`src/rtl/ysyx_24110026_alu_arb_pkg.sv`:
```
// Shared definitions for the ALU sequencer/arbiter: one-hot ALU op codes,
// FSM state encodings and default datapath widths.
package ysyx_24110026_alu_arb_pkg;

  localparam int ALU_DATA_W = 32;
  localparam int ALU_OP_W   = 8;

  localparam logic [ALU_OP_W-1:0] ALU_OP_ADD = 8'h01;
  localparam logic [ALU_OP_W-1:0] ALU_OP_SUB = 8'h02;
  localparam logic [ALU_OP_W-1:0] ALU_OP_XOR = 8'h04;
  localparam logic [ALU_OP_W-1:0] ALU_OP_OR  = 8'h08;
  localparam logic [ALU_OP_W-1:0] ALU_OP_AND = 8'h10;
  localparam logic [ALU_OP_W-1:0] ALU_OP_SRL = 8'h20;
  localparam logic [ALU_OP_W-1:0] ALU_OP_SLL = 8'h40;
  localparam logic [ALU_OP_W-1:0] ALU_OP_SRA = 8'h80;

  typedef enum logic [1:0] {
    ST_IDLE = 2'd0,
    ST_EXEC = 2'd1,
    ST_RESP = 2'd2
  } state_t;

endpackage

```
`src/rtl/ysyx_24110026_rr_arb2.sv`:
```
// Two-input grant logic. A lone request is always granted; on a tie the
// requester that was not served last wins, unless fixed priority is selected,
// in which case requester 0 always wins.
module ysyx_24110026_rr_arb2 (
  input  logic [1:0] req,
  input  logic       last_id,
  input  logic       fixed,
  output logic [1:0] grant
);

  // One-hot grant from the current request pair
  always_comb begin
    grant = 2'b00;
    case (req)
      2'b01:   grant = 2'b01;
      2'b10:   grant = 2'b10;
      2'b11:   grant = (fixed || last_id) ? 2'b01 : 2'b10;
      default: grant = 2'b00;
    endcase
  end

endmodule

```
`src/rtl/ysyx_24110026_alu_arb.sv`:
```
// Shares one combinational one-hot ALU between two valid/ready requesters.
// A granted request is latched in IDLE, the ALU is driven from the latched
// operands for exactly one EXEC cycle, and the captured result is offered on
// the response channel in RESP until it is taken.
// Optional build macro ALU_ARB_ONEHOT_CHECK_EN: ops that are zero or have more
// than one bit set bypass the ALU and return rsp_err=1 with zero data one
// cycle after acceptance.
module ysyx_24110026_alu_arb
  import ysyx_24110026_alu_arb_pkg::*;
#(
  parameter int DATA_W     = ALU_DATA_W,
  parameter int OP_W       = ALU_OP_W,
  parameter int PRIO_FIXED = 0
) (
  input  logic              clk,
  input  logic              rst,
  input  logic              r0_valid,
  output logic              r0_ready,
  input  logic [OP_W-1:0]   r0_op,
  input  logic [DATA_W-1:0] r0_a,
  input  logic [DATA_W-1:0] r0_b,
  input  logic              r1_valid,
  output logic              r1_ready,
  input  logic [OP_W-1:0]   r1_op,
  input  logic [DATA_W-1:0] r1_a,
  input  logic [DATA_W-1:0] r1_b,
  output logic              rsp_valid,
  input  logic              rsp_ready,
  output logic              rsp_id,
  output logic [DATA_W-1:0] rsp_data,
  output logic              rsp_err,
  output logic [OP_W-1:0]   alu_op,
  output logic [DATA_W-1:0] alu_a,
  output logic [DATA_W-1:0] alu_b,
  input  logic [DATA_W-1:0] alu_out
);

  state_t            state_reg, state_next;
  logic [1:0]        grant;
  logic              last_id_reg;
  logic              accept;
  logic              sel_illegal;
  logic [OP_W-1:0]   sel_op;
  logic [DATA_W-1:0] sel_a, sel_b;
  logic [OP_W-1:0]   op_reg;
  logic [DATA_W-1:0] a_reg, b_reg, rsp_data_reg;
  logic              id_reg;

  ysyx_24110026_rr_arb2 u_arb (
    .req     ({r1_valid, r0_valid}),
    .last_id (last_id_reg),
    .fixed   (PRIO_FIXED != 0),
    .grant   (grant)
  );

  assign accept = (state_reg == ST_IDLE) && (grant != 2'b00);
  assign sel_op = grant[1] ? r1_op : r0_op;
  assign sel_a  = grant[1] ? r1_a  : r0_a;
  assign sel_b  = grant[1] ? r1_b  : r0_b;

`ifdef ALU_ARB_ONEHOT_CHECK_EN
  logic rsp_err_reg;
  // x & (x-1) clears the lowest set bit, so it is zero only for 0 or one-hot
  assign sel_illegal = (sel_op == '0) || ((sel_op & (sel_op - OP_W'(1))) != '0);
  assign rsp_err     = rsp_err_reg;
`else
  assign sel_illegal = 1'b0;
  assign rsp_err     = 1'b0;
`endif

  assign rsp_id   = id_reg;
  assign rsp_data = rsp_data_reg;

  // State register; reset abandons whatever operation is in flight
  always_ff @(posedge clk) begin
    if (!rst) state_reg <= ST_IDLE;
    else      state_reg <= state_next;
  end

  // Next state, handshake outputs and ALU drive; ALU sees zeros outside EXEC
  always_comb begin
    state_next = state_reg;
    r0_ready   = 1'b0;
    r1_ready   = 1'b0;
    rsp_valid  = 1'b0;
    alu_op     = '0;
    alu_a      = '0;
    alu_b      = '0;
    case (state_reg)
      ST_IDLE: begin
        // Ready is withheld only from the loser of this cycle's grant
        r0_ready = !grant[1];
        r1_ready = !grant[0];
        if (accept) state_next = sel_illegal ? ST_RESP : ST_EXEC;
      end
      ST_EXEC: begin
        alu_op     = op_reg;
        alu_a      = a_reg;
        alu_b      = b_reg;
        state_next = ST_RESP;
      end
      ST_RESP: begin
        rsp_valid = 1'b1;
        if (rsp_ready) state_next = ST_IDLE;
      end
      default: state_next = ST_IDLE;
    endcase
  end

  // Request latch, result capture and fairness history
  always_ff @(posedge clk) begin
    if (!rst) begin
      op_reg       <= '0;
      a_reg        <= '0;
      b_reg        <= '0;
      id_reg       <= 1'b0;
      rsp_data_reg <= '0;
      last_id_reg  <= 1'b1;
`ifdef ALU_ARB_ONEHOT_CHECK_EN
      rsp_err_reg  <= 1'b0;
`endif
    end else begin
      if (accept) begin
        op_reg <= sel_op;
        a_reg  <= sel_a;
        b_reg  <= sel_b;
        id_reg <= grant[1];
`ifdef ALU_ARB_ONEHOT_CHECK_EN
        if (sel_illegal) begin
          rsp_data_reg <= '0;
          rsp_err_reg  <= 1'b1;
        end
`endif
      end
      if (state_reg == ST_EXEC) begin
        rsp_data_reg <= alu_out;
`ifdef ALU_ARB_ONEHOT_CHECK_EN
        rsp_err_reg  <= 1'b0;
`endif
      end
      if (state_reg == ST_RESP && rsp_ready) last_id_reg <= id_reg;
    end
  end

endmodule

```
`config.mk`:
```
export PLATFORM = sky130hd
export DESIGN_NAME = ysyx_24110026_alu_arb
export DESIGN_NICKNAME = d
export VERILOG_FILES = /design/src/rtl/ysyx_24110026_alu_arb_pkg.sv /design/src/rtl/ysyx_24110026_rr_arb2.sv /design/src/rtl/ysyx_24110026_alu_arb.sv
export SDC_FILE = /design/constraint.sdc
export NUM_CORES = 1
export LEC_CHECK = 0
export CAP_MARGIN = 30
export CORE_ASPECT_RATIO = 1.5
export CORE_MARGIN = 5
export CORE_UTILIZATION = 30
export CTS_BUF_LIST = sky130_fd_sc_hd__clkbuf_16
export CTS_CLUSTER_DIAMETER = 80
export DETAILED_ROUTE_END_ITERATION = 8
export GPL_TIMING_DRIVEN = 0
export PLACE_DENSITY = 0.7
export SYNTH_ARGS = -nofsm -noshare
export SYNTH_HDL_FRONTEND = slang
export SYNTH_SLANG_ARGS = --single-unit
```
`constraint.sdc`:
```
create_clock -name clk -period 2.5 [get_ports clk]
set_input_delay 0.25 -clock clk [delete_from_list [all_inputs] [get_ports clk]]
set_output_delay 0.25 -clock clk [all_outputs]
set_load 0.01 [all_outputs]
```
==> results.yml <==
worst_hold_path:
  hold_path.class: "in2reg"
  hp-start: "rst"
pwr:
  worst_ir_drop_vdd_uv: 344
  p_leak_uw: 0.00308
  p_per_area_nw_per_um2: 542
  total_power_uw: 4600
setup_path:
  cp-end-kind: "output pin"
  critPathLaunchType: "input pin"
  crit_fanout: 10
  critPathRequiredTime_ps: 2250
  crit_type: "in2out"
  critPathLaunch: "r0_valid"
  timing.rr.start: "state_reg[1]$_SDFFE_PN0P_"
  arrival_ps: 2090
synthesis:
  synthAdderAreaFrac: 0
  synth_nets: 826
  synth_seq_cells: 108
  synthTopCellsByArea: "dfxtp_1 (43%), nor2_1 (11%), o32ai_1 (10%)"
  syn_inst: 645
  synth_xor_area_frac: 0
  synth_compound_area_frac: 0.277
  ys_seq_area_frac: 0.429
  synth-async-reset-ratio: 0
  synth.distinct_cells: 23
  synth_top_area_frac: 0.429
  synth_top_family_by_area: "compound AO/OA/AOI/OAI gates"
  yosysWarnings: 0
  synth_ff_type: "dfxtp_1"
  synth_top_area_cell: "dfxtp_1"
  synth_area_per_cell_um2: 7.81
  synthMuxAreaShare: 0.00199
  synthSimpleGateAreaFrac: 0.169
  synth_edf_count: 0
  netlist_area_um2: 5040
layout:
  stdcell_count: 1157
  antennaDiodeCount: 0
  area.growth.synth_to_final_pct: 68.7
  layout-drive-gt1-share: 0.0866
  multiInputGateArea_um2: 2260
  ff_latch_area_um2: 2160
  fin_nets: 1124
  n_fill_cell: 1610
routing:
  drc_errors: 0
  vias: 5477
  wl_per_cell_um: 16.9
  drtIter0Drc: 279
  drtAntennaViolNets: 0
  via_per_inst: 4.73
  wirelength_mm: 19.6
  drtPass1Iterations: 4
clock_network:
  postCtsSetupBuffers: 0
  cts_max_level: 3
  path_clk_slew_ps: 70
  tritoncts: "done"
  ctsLongestPathBuffers: 2
  holdBufCountCts: 0
  cts-root-buf: "clkbuf_16"
  clk_latency_ps: 340
  cts_made_buffers: 9
  clkSinkCount: 108
  cts_resized: 3
placement:
  place.gp.congestion: 0.858
  placed_cells: 1142
  hpwl_mm: 15.0
  portBuffers: 287
run_status:
  status: "completed"
global_routing:
  grt_pass1_wl_mm: 29.6
  grt_overflow: 0
  met1_usage: 0.219
  grtUsageMet3: 0.0511
  grtUsageMet2: 0.338
  grt_max_degree: 17
  antenna_found_initial: 0
  grt.busiest_layer: "met2"
  grtUsageTotal: 0.192
  first_global_vias: 5566
timing:
  maxSlewViolCount: 0
  finalCriticalPeriod_ps: 2340
  finalClockSkew_ps: 12.8
  hold_ws_ps: 270
  grt_setup_unrepaired: "no"
  fin_setup_tns_ps: 0
  post-route-period-util: 0.938
  hold_viol: 0
  worst_pin_slew_ps: 578
  finalSetupViolCount: 0
  max_freq_mhz: 427
  relSlewSlack: 0.615
floorplanning:
  start_util: 0.303
  num_rows: 58
  die_h_um: 169
  die-area_um2: 19500
  core_um2: 16600
  die_x_um: 116
  ios: 290
job:
  maxCapViolations: 0
## critical path, stage by stage
cell	delay, ps
clkdlybuf4s50_1	540
buf_4	230
clkbuf_1	380
a21boi_0	150
clkdlybuf4s50_1	540
## cell usage after synthesis, types with 2 or more instances
cell        n
o32ai_1    58
a21boi_0   34
inv_1      73
buf_6       8
a21oi_1    72
nand2_1    66
dfxtp_1   108
nand2b_1    2
buf_4       2
o32ai_2    14
buf_2      38
nor2_1    145
clkbuf_1   12
nand3b_1    2
nor2b_1     3
## per-layer routing
metal  up-vias  wire, µm
li1       2739         -
met1      2487      7670
met2       212      9870
met3        39      1440
met4         0       623
met5         -         0
## final cells by class
class / count / area share
tap: 210 / 0.0309
sequential: 108 / 0.255
clock inverter: 6 / 0.00972
buffer: 60 / 0.0414
multi-input combinational: 404 / 0.266
inverter: 73 / 0.0322
timing repair buffer: 287 / 0.338
clock buffer: 9 / 0.0265
## cells by family (layout without fill, tap and decap cells)
group	count (synthesis)	count (layout)
mux	1	1
flops	108	108
compound gates	182	182
other cells	1	1
buf+inv	133	435
simple gates	220	220
## where the power goes
part           switching (µW)  total, µW  leakage [µW]  internal [µW]
clock network             650       1520      0.000150            867
logic                     534       1160       0.00204            626
registers                49.2       1920      0.000888           1880
## placed cells by master, fill, tap and decap left out, types with 3 or more instances in the layout
cell type / n
buf_2: 34
o32ai_2: 14
dfxtp_1: 106
inv_1: 75
clkdlybuf4s50_1: 287
a21boi_0: 34
o32ai_1: 58
clkbuf_1: 11
clkbuf_16: 9
a21oi_1: 72
nand2_1: 66
nor2_1: 144
buf_6: 8
nor2b_1: 3
buf_4: 4
## stage by stage
stage          setup slack [ps]  utilization  area [µm²]
4_1_cts                    1.45        0.511        8490
6_report                    156        0.511        8500
3_5_place_dp                104        0.492        8170
5_1_grt                    38.0        0.511        8500
2_1_floorplan              1130            -        5040
3_3_place_gp                110        0.492        8170
## final timing paths
kind	slack, ps	to	cells past startpoint
setup reg to reg	910	a_reg[9]$_SDFFE_PN0P_	3
hold / removal	270	rsp_data[2]$_SDFFE_PN0N_	2
setup / recovery	160	r1_ready	5
hold reg to reg	460	rsp_data[18]$_SDFFE_PN0N_	2
Note: power is estimated with default switching activity, not from simulation.
